===== config.mk =====
export PLATFORM = sky130hd
export DESIGN_NAME = amns_pe_seq_flat
export DESIGN_NICKNAME = d
export VERILOG_FILES = /design/src/rtl/amns_pkg.sv /design/src/rtl/amns_pe_seq_if.sv /design/src/rtl/amns_mul_stage.sv /design/src/rtl/amns_pe_seq.sv /design/src/flat_wrapper.sv
export SDC_FILE = /design/constraint.sdc
export NUM_CORES = 2
export LEC_CHECK = 0
export BUFFER_PORTS_ARGS = -buffer_cell sky130_fd_sc_hd__buf_2
export CORE_ASPECT_RATIO = 1.75
export CORE_MARGIN = 1
export CORE_UTILIZATION = 60
export CTS_BUF_LIST = sky130_fd_sc_hd__clkbuf_4 sky130_fd_sc_hd__clkbuf_8
export DETAILED_ROUTE_END_ITERATION = 8
export HOLD_SLACK_MARGIN = 0.12
export PLACE_DENSITY = 0.8
export RECOVER_POWER = 50
export SYNTH_ARGS = -nofsm -noshare
export SYNTH_HDL_FRONTEND = slang
export SYNTH_SLANG_ARGS = --single-unit

===== constraint.sdc =====
create_clock -name clock_i -period 8.93 [get_ports clock_i]
set_input_delay 0 -clock clock_i [delete_from_list [all_inputs] [get_ports clock_i]]
set_output_delay 0 -clock clock_i [all_outputs]
set_load 0.05 [all_outputs]

===== src/rtl/amns_pkg.sv =====
// Shared types and defaults for the self-sequenced AMNS processing element.
package amns_pkg;

    localparam int W_DEF      = 17;
    localparam int ACC_W_DEF  = 48;
    localparam int LAMBDA_DEF = 2;
    localparam int N_DEF      = 5;

    typedef enum logic [2:0] {
        IDLE,
        MAC,
        DRAIN,
        QMUL,
        RMUL,
        SHIFT,
        OUT
    } pe_state_t;

    // Sign-extends the low 'width' bits of v to the full 64 bits.
    function automatic logic [63:0] sext_acc(input logic [63:0] v, input int unsigned width);
        logic signed [63:0] t;
        t = signed'(v << (64 - width));
        return t >>> (64 - width);
    endfunction

endpackage


===== src/rtl/amns_pe_seq_if.sv =====
// Operand, control and result bundle between an AMNS PE and its row driver.
interface amns_pe_seq_if #(
    parameter int W     = 17,
    parameter int ACC_W = 48
);
    logic             start_i;
    logic [ACC_W-1:0] acc_init_i;
    logic [W-1:0]     m_i;
    logic [W-1:0]     mprime_i;
    logic             in_valid_i;
    logic             in_ready_o;
    logic [W-1:0]     a_i;
    logic [W-1:0]     b_i;
    logic             lam_i;
    logic             busy_o;
    logic [W-1:0]     q_o;
    logic             q_valid_o;
    logic             res_valid_o;
    logic             res_ready_i;
    logic [ACC_W-1:0] res_o;

    modport master (
        output start_i, acc_init_i, m_i, mprime_i, in_valid_i, a_i, b_i, lam_i, res_ready_i,
        input  in_ready_o, busy_o, q_o, q_valid_o, res_valid_o, res_o
    );

    modport slave (
        input  start_i, acc_init_i, m_i, mprime_i, in_valid_i, a_i, b_i, lam_i, res_ready_i,
        output in_ready_o, busy_o, q_o, q_valid_o, res_valid_o, res_o
    );
endinterface


===== src/rtl/amns_mul_stage.sv =====
// Signed MAC multiplier: operand sign extension, optional LAMBDA pre-scale,
// multiply, and one product register.
module amns_mul_stage #(
    parameter int W      = 17,
    parameter int LAMBDA = 2,
    parameter int S_W    = W + 3,
    parameter int P_W    = 2 * W + 4
) (
    input  logic           i_clk,
    input  logic           i_rst,
    input  logic           i_issue,
    input  logic [W-1:0]   i_a,
    input  logic [W-1:0]   i_b,
    input  logic           i_lam,
    output logic           o_prod_valid,
    output logic [P_W-1:0] o_prod
);
    localparam logic signed [S_W-1:0] LAM_S = S_W'(LAMBDA);

    logic signed [W:0]     w_a_ext;
    logic signed [W:0]     w_b_ext;
    logic signed [S_W-1:0] w_a_scaled;
    logic signed [P_W-1:0] w_prod;
    logic                  r_prod_valid;
    logic [P_W-1:0]        r_prod;

    // Widen before scaling so LAMBDA * (-2^(W-1)) cannot overflow.
    assign w_a_ext    = (W + 1)'(signed'(i_a));
    assign w_b_ext    = (W + 1)'(signed'(i_b));
    assign w_a_scaled = i_lam ? S_W'(w_a_ext) * LAM_S : S_W'(w_a_ext);
    assign w_prod     = P_W'(w_a_scaled) * P_W'(w_b_ext);

    // NOTE: state is updated with non-blocking assignments so every flop samples pre-edge values.
    always_ff @(posedge i_clk or posedge i_rst) begin
        if (i_rst) begin
            r_prod_valid <= 1'b0;
            r_prod       <= '0;
        end else begin
            r_prod_valid <= i_issue;
            if (i_issue) r_prod <= w_prod;
        end
    end

    assign o_prod_valid = r_prod_valid;
    assign o_prod       = r_prod;
endmodule


===== src/rtl/amns_pe_seq.sv =====
// Self-sequenced AMNS PE: N-beat signed MAC, Montgomery low-limb reduction,
// then a W-bit arithmetic shift; the result is held until consumed.
module amns_pe_seq
    import amns_pkg::*;
#(
    parameter int W      = W_DEF,
    parameter int ACC_W  = ACC_W_DEF,
    parameter int LAMBDA = LAMBDA_DEF,
    parameter int N      = N_DEF
) (
    input  logic          clock_i,
    input  logic          reset_i,
    amns_pe_seq_if.slave  bus
);
    localparam int CNT_W = $clog2(N + 1);
    localparam int S_W   = W + 1 + $clog2(LAMBDA + 1);
    localparam int P_W   = S_W + W + 1;

    pe_state_t        r_state;
    logic             r_sub;
    logic [CNT_W-1:0] r_cnt;
    logic [ACC_W-1:0] r_acc;
    logic [ACC_W-1:0] r_rprod;
    logic [W-1:0]     r_q;
    logic             r_q_valid;
    logic             r_busy;
    logic             r_in_ready;
    logic             r_res_valid;

    logic             w_issue;
    logic             w_prod_valid;
    logic [P_W-1:0]   w_prod;
    logic [ACC_W-1:0] w_prod_ext;
    logic [W-1:0]     w_q;

    assign w_issue    = bus.in_valid_i & r_in_ready;
    assign w_prod_ext = ACC_W'(sext_acc(64'(w_prod), P_W));
    assign w_q        = W'(r_acc[W-1:0] * bus.mprime_i);

    amns_mul_stage #(
        .W      (W),
        .LAMBDA (LAMBDA),
        .S_W    (S_W),
        .P_W    (P_W)
    ) u_mul (
        .i_clk        (clock_i),
        .i_rst        (reset_i),
        .i_issue      (w_issue),
        .i_a          (bus.a_i),
        .i_b          (bus.b_i),
        .i_lam        (bus.lam_i),
        .o_prod_valid (w_prod_valid),
        .o_prod       (w_prod)
    );

    // DRAIN, QMUL and RMUL each last two cycles, tracked by r_sub.
    always_ff @(posedge clock_i or posedge reset_i) begin
        if (reset_i) begin
            r_state     <= IDLE;
            r_sub       <= 1'b0;
            r_cnt       <= '0;
            r_acc       <= '0;
            r_rprod     <= '0;
            r_q         <= '0;
            r_q_valid   <= 1'b0;
            r_busy      <= 1'b0;
            r_in_ready  <= 1'b0;
            r_res_valid <= 1'b0;
        end else begin
            r_q_valid <= 1'b0;
            if (w_prod_valid) r_acc <= r_acc + w_prod_ext;

            case (r_state)
                IDLE: begin
                    if (bus.start_i) begin
                        r_state    <= MAC;
                        r_acc      <= bus.acc_init_i;
                        r_cnt      <= '0;
                        r_sub      <= 1'b0;
                        r_busy     <= 1'b1;
                        r_in_ready <= 1'b1;
                    end
                end
                MAC: begin
                    if (w_issue) begin
                        r_cnt <= r_cnt + 1'b1;
                        if (r_cnt == CNT_W'(N - 1)) begin
                            r_state    <= DRAIN;
                            r_in_ready <= 1'b0;
                        end
                    end
                end
                DRAIN: begin
                    r_sub <= ~r_sub;
                    if (r_sub) r_state <= QMUL;
                end
                QMUL: begin
                    r_sub <= ~r_sub;
                    if (r_sub) begin
                        r_q       <= w_q;
                        r_q_valid <= 1'b1;
                        r_state   <= RMUL;
                    end
                end
                RMUL: begin
                    r_sub <= ~r_sub;
                    if (!r_sub) begin
                        r_rprod <= ACC_W'(r_q) * ACC_W'(bus.m_i);
                    end else begin
                        r_acc   <= r_acc + r_rprod;
                        r_state <= SHIFT;
                    end
                end
                SHIFT: begin
                    r_acc       <= ACC_W'($signed(r_acc) >>> W);
                    r_res_valid <= 1'b1;
                    r_state     <= OUT;
                end
                OUT: begin
                    if (bus.res_ready_i) begin
                        r_res_valid <= 1'b0;
                        r_busy      <= 1'b0;
                        r_state     <= IDLE;
                    end
                end
                default: r_state <= IDLE;
            endcase
        end
    end

    a_low_limb_zero: assert property (@(posedge clock_i) disable iff (reset_i)
        (r_state == SHIFT) |-> (r_acc[W-1:0] == '0));

    assign bus.in_ready_o  = r_in_ready;
    assign bus.busy_o      = r_busy;
    assign bus.q_o         = r_q;
    assign bus.q_valid_o   = r_q_valid;
    assign bus.res_valid_o = r_res_valid;
    assign bus.res_o       = r_acc;
endmodule


===== src/flat_wrapper.sv =====
// flat-port wrapper written by rule: the top's interface ports become plain ports
module amns_pe_seq_flat import amns_pkg::*;
#(
    parameter int W      = W_DEF,
    parameter int ACC_W  = ACC_W_DEF,
    parameter int LAMBDA = LAMBDA_DEF,
    parameter int N      = N_DEF
)
  (clock_i, reset_i, bus_start_i, bus_acc_init_i, bus_m_i, bus_mprime_i, bus_in_valid_i, bus_a_i, bus_b_i, bus_lam_i, bus_res_ready_i, bus_in_ready_o, bus_busy_o, bus_q_o, bus_q_valid_o, bus_res_valid_o, bus_res_o);
  amns_pe_seq_if #(.W(W), .ACC_W(ACC_W)) bus_i ();
  input  logic clock_i;
  input  logic reset_i;
  input wire logic [$bits(bus_i.start_i)-1:0] bus_start_i;
  input wire logic [$bits(bus_i.acc_init_i)-1:0] bus_acc_init_i;
  input wire logic [$bits(bus_i.m_i)-1:0] bus_m_i;
  input wire logic [$bits(bus_i.mprime_i)-1:0] bus_mprime_i;
  input wire logic [$bits(bus_i.in_valid_i)-1:0] bus_in_valid_i;
  input wire logic [$bits(bus_i.a_i)-1:0] bus_a_i;
  input wire logic [$bits(bus_i.b_i)-1:0] bus_b_i;
  input wire logic [$bits(bus_i.lam_i)-1:0] bus_lam_i;
  input wire logic [$bits(bus_i.res_ready_i)-1:0] bus_res_ready_i;
  output wire logic [$bits(bus_i.in_ready_o)-1:0] bus_in_ready_o;
  output wire logic [$bits(bus_i.busy_o)-1:0] bus_busy_o;
  output wire logic [$bits(bus_i.q_o)-1:0] bus_q_o;
  output wire logic [$bits(bus_i.q_valid_o)-1:0] bus_q_valid_o;
  output wire logic [$bits(bus_i.res_valid_o)-1:0] bus_res_valid_o;
  output wire logic [$bits(bus_i.res_o)-1:0] bus_res_o;
  assign bus_i.start_i = bus_start_i;
  assign bus_i.acc_init_i = bus_acc_init_i;
  assign bus_i.m_i = bus_m_i;
  assign bus_i.mprime_i = bus_mprime_i;
  assign bus_i.in_valid_i = bus_in_valid_i;
  assign bus_i.a_i = bus_a_i;
  assign bus_i.b_i = bus_b_i;
  assign bus_i.lam_i = bus_lam_i;
  assign bus_i.res_ready_i = bus_res_ready_i;
  assign bus_in_ready_o = bus_i.in_ready_o;
  assign bus_busy_o = bus_i.busy_o;
  assign bus_q_o = bus_i.q_o;
  assign bus_q_valid_o = bus_i.q_valid_o;
  assign bus_res_valid_o = bus_i.res_valid_o;
  assign bus_res_o = bus_i.res_o;
  amns_pe_seq #(.W(W), .ACC_W(ACC_W), .LAMBDA(LAMBDA), .N(N)) u_core (.clock_i(clock_i), .reset_i(reset_i), .bus(bus_i));
endmodule

==> qor.yml <==
outcome:
  outcome: "finished with violations"
  violations: "capacitance limit, slew limit"
clock_network:
  root_buffer: "clkbuf_8"
  numCtsBuffers: 17
  cts_resized: 0
  ctsHtreeMaxLevel: 4
  cts_tree: "done"
  clkSinkCount: 146
  clk_pin_slew_ps: 110
  clk_latency_ps: 530
  clock_path_buffers: 2
setup_path:
  setup.worst_path.start_class: "flop"
  reg2reg_to: "u_core.r_rprod[31]"
  critical_path.endpoint_type: "flop"
  cp_max_fo: 19
  crit_arrival_ps: 7550
  critical_path_class: "flop to flop"
  worst-r2r-setup-slack_ps: 1790
  r2r-start: "u_core.bus.q_o[7]"
  critical_path_required_ps: 9340
  r2r_cells: 23
synth:
  netlist_top_cells_area: "fa_1 35%, ha_1 11%, dfrtp_1 10%"
  synth_edf_count: 0
  synthFlopType: "dfrtp_1"
  yosysWarnings: 0
  ys_ff_latch: 146
  syn_avg_cell_area_um2: 8.78
  syn_area_um2: 35900
  syn_nets: 5174
  async_flop_share: 1.00
  synthesis.instances: 4091
  yosysMostFrequentCell: "inv_1"
  synth_top_area_frac: 0.352
  ys_types: 76
  synth_commonest_cells: "732 x inv_1, 631 x fa_1, 602 x nand2_1"
  synth-seq-area-share: 0.102
  yosysTopAreaCell: "fa_1"
placed_design:
  dp_hpwl_um: 81500
  io_buffer_count: 190
  place_inst: 4904
  gp_congestion: 0.974
run:
  drv_cap: 2
global_route:
  grt_max_degree: 87
  overflow: 0
  antenna_found_initial: 10
  grt_pass1_wl_um: 160000
  grt_pass1_vias: 31500
  grt_util_all_layers: 0.336
sta:
  max_freq_mhz: 140
  finalCriticalPeriod_ps: 7140
  slew_headroom: -1.58
  rsz0062_at_grt: "false"
  worst_slew_pin_slew_ps: 3850
  slew_viol_final: 149
  finalHoldViolations: 0
  setup_tns_ps: 0
  fin_crit_sh: 0.800
  fin_skew_ps: 26.7
  setup_viol: 0
  whs_ps: 175
die:
  rows: 118
  core_um2: 59200
  die_y_um: 326
  start_util: 0.607
  boundaryPins: 191
  dieWidth_um: 187
  fp.dieArea_um2: 60900
final_layout:
  fin_cells: 4995
  fillers: 4999
  final-seq-area_um2: 3650
  syn_to_final_growth_pct: 6.43
  drive_above_1_share: 0.0575
  nNetsFinal: 5282
  multi_input_area_um2: 28900
detailed_routing:
  wire_per_inst_um: 19.9
  wl_um: 99200
  drc_errors: 0
  firstDrtPassIters: 7
  via_per_inst: 5.86
  drt_iter0_markers: 1812
  num_vias: 29300
  ant_nets: 0
hold_path:
  holdPathEnd: "u_core.u_mul.o_prod[3]"
  holdPathStages: 5
  hold_class: "input port to flop"
  worstHoldStart: "bus_in_valid_i"
==> through the flow <==
| step | setup slack, ps | area [um2] | util |
|---|---|---|---|
| 2_1_floorplan | 1970 | 35900 | - |
| 3_3_place_gp | 2000 | 37300 | 0.631 |
| 3_5_place_dp | 1880 | 37300 | 0.631 |
| 4_1_cts | 1840 | 38300 | 0.647 |
| 5_1_grt | 1460 | 38200 | 0.646 |
| 6_report | 1790 | 38200 | 0.646 |
==> critical path, stage by stage (launching register included) <==
cell and delay, ps:
dfrtp_1 810, nand2_1 180, fa_1 560, inv_1 60, fa_1 520, inv_1 60
fa_1 530, inv_1 50, fa_1 500, fa_1 520, inv_1 60, fa_1 470
inv_1 40, ha_1 210, a21oi_1 180, o21ai_0 90, a21o_1 180, a221o_1 340
a2111oi_4 440, nor3_2 140, o41a_1 450, o21a_1 200, o21a_1 160, o31ai_1 240
==> registers in the layout (all words and copies together) (netlist names) <==
name	cells
u_core.bus.q_valid_o	1
u_core.u_mul.o_prod	35
u_core.bus.res_valid_o	1
u_core.r_state	3
u_core.u_mul.o_prod_valid	1
u_core.bus.res_o	48
u_core.bus.q_o	17
u_core.r_rprod	34
u_core.bus.in_ready_o	1
u_core.bus.busy_o	1
u_core.r_cnt	3
u_core.r_sub	1
==> worst max path at each step <==
stage,cells past startpoint,to,slack (ps),startpoint
after floorplan,25,u_core.r_rprod[31],1970,u_core.bus.q_o[14]
after global placement,23,u_core.r_rprod[31],2000,u_core.bus.q_o[12]
after detailed placement,23,u_core.r_rprod[33],1880,u_core.bus.q_o[7]
after CTS,23,u_core.r_rprod[31],1840,u_core.bus.q_o[7]
after global routing,23,u_core.r_rprod[33],1460,u_core.bus.q_o[7]
final,23,u_core.r_rprod[31],1790,u_core.bus.q_o[7]
==> what timing repair did <==
action | CTS | global route
endpoints found under the hold margin | 142 | 0
buffers inserted | 0 | 0
hold buffers | 56 | 0
==> cell type report <==
class | count | share of cell area
repair buffers | 261 | 0.0407
flip-flops and latches | 146 | 0.0955
clock buffers | 17 | 0.00612
well taps | 780 | 0.0255
clock inverters | 14 | 0.00445
diodes | 4 | 0.000262
inverters | 733 | 0.0720
multi-input cells | 3040 | 0.755
==> cells by family (layout without fill, tap and decap cells) <==
kind of cell | count (synthesis) | after routing | share of synthesized area
xor gates and xnor gates | 167 | 167 | 0.0407
and+or+nand+nor | 1224 | 1224 | 0.165
muxes | 41 | 41 | 0.0123
adders and majority gates | 961 | 961 | 0.466
DFF | 146 | 146 | 0.102
AOI/OAI and AO/OA | 647 | 647 | 0.119
buffers and inverters | 905 | 1025 | 0.0946
other | 0 | 4 | 0
==> routing by layer <==
layer,wire length [um],vias to the layer above,track usage
met4,6390,12,0.210
met1,33700,14600,0.344
li1,-,13200,-
met3,5430,367,0.0441
met2,53600,1089,0.637
met5,72,-,0
==> cell usage in the layout (no fill, tap or decap), types with 16 or more instances in the layout <==
master,count
clkbuf_8,17
buf_2,141
inv_1,731
xnor2_1,101
nand4_1,17
ha_1,330
dfrtp_1,146
nand2_1,601
nor2b_1,17
nor3_1,25
a211oi_1,27
o21ai_0,179
a222oi_1,27
o211ai_1,20
o31ai_1,30
o21a_1,30
fa_1,631
and3_1,25
mux2i_1,16
clkbuf_1,51
a21oi_1,138
nand2b_1,27
a21o_1,71
nor2_1,91
nand3_1,36
mux2_2,25
xor2_1,66
and2_1,320
dlygate4sd3_1,56
a31oi_1,20
a221oi_1,16
Power is left out: the tool's default activity adds up to more than one toggle a clock period on the data nets, which glitch-free logic cannot reach.
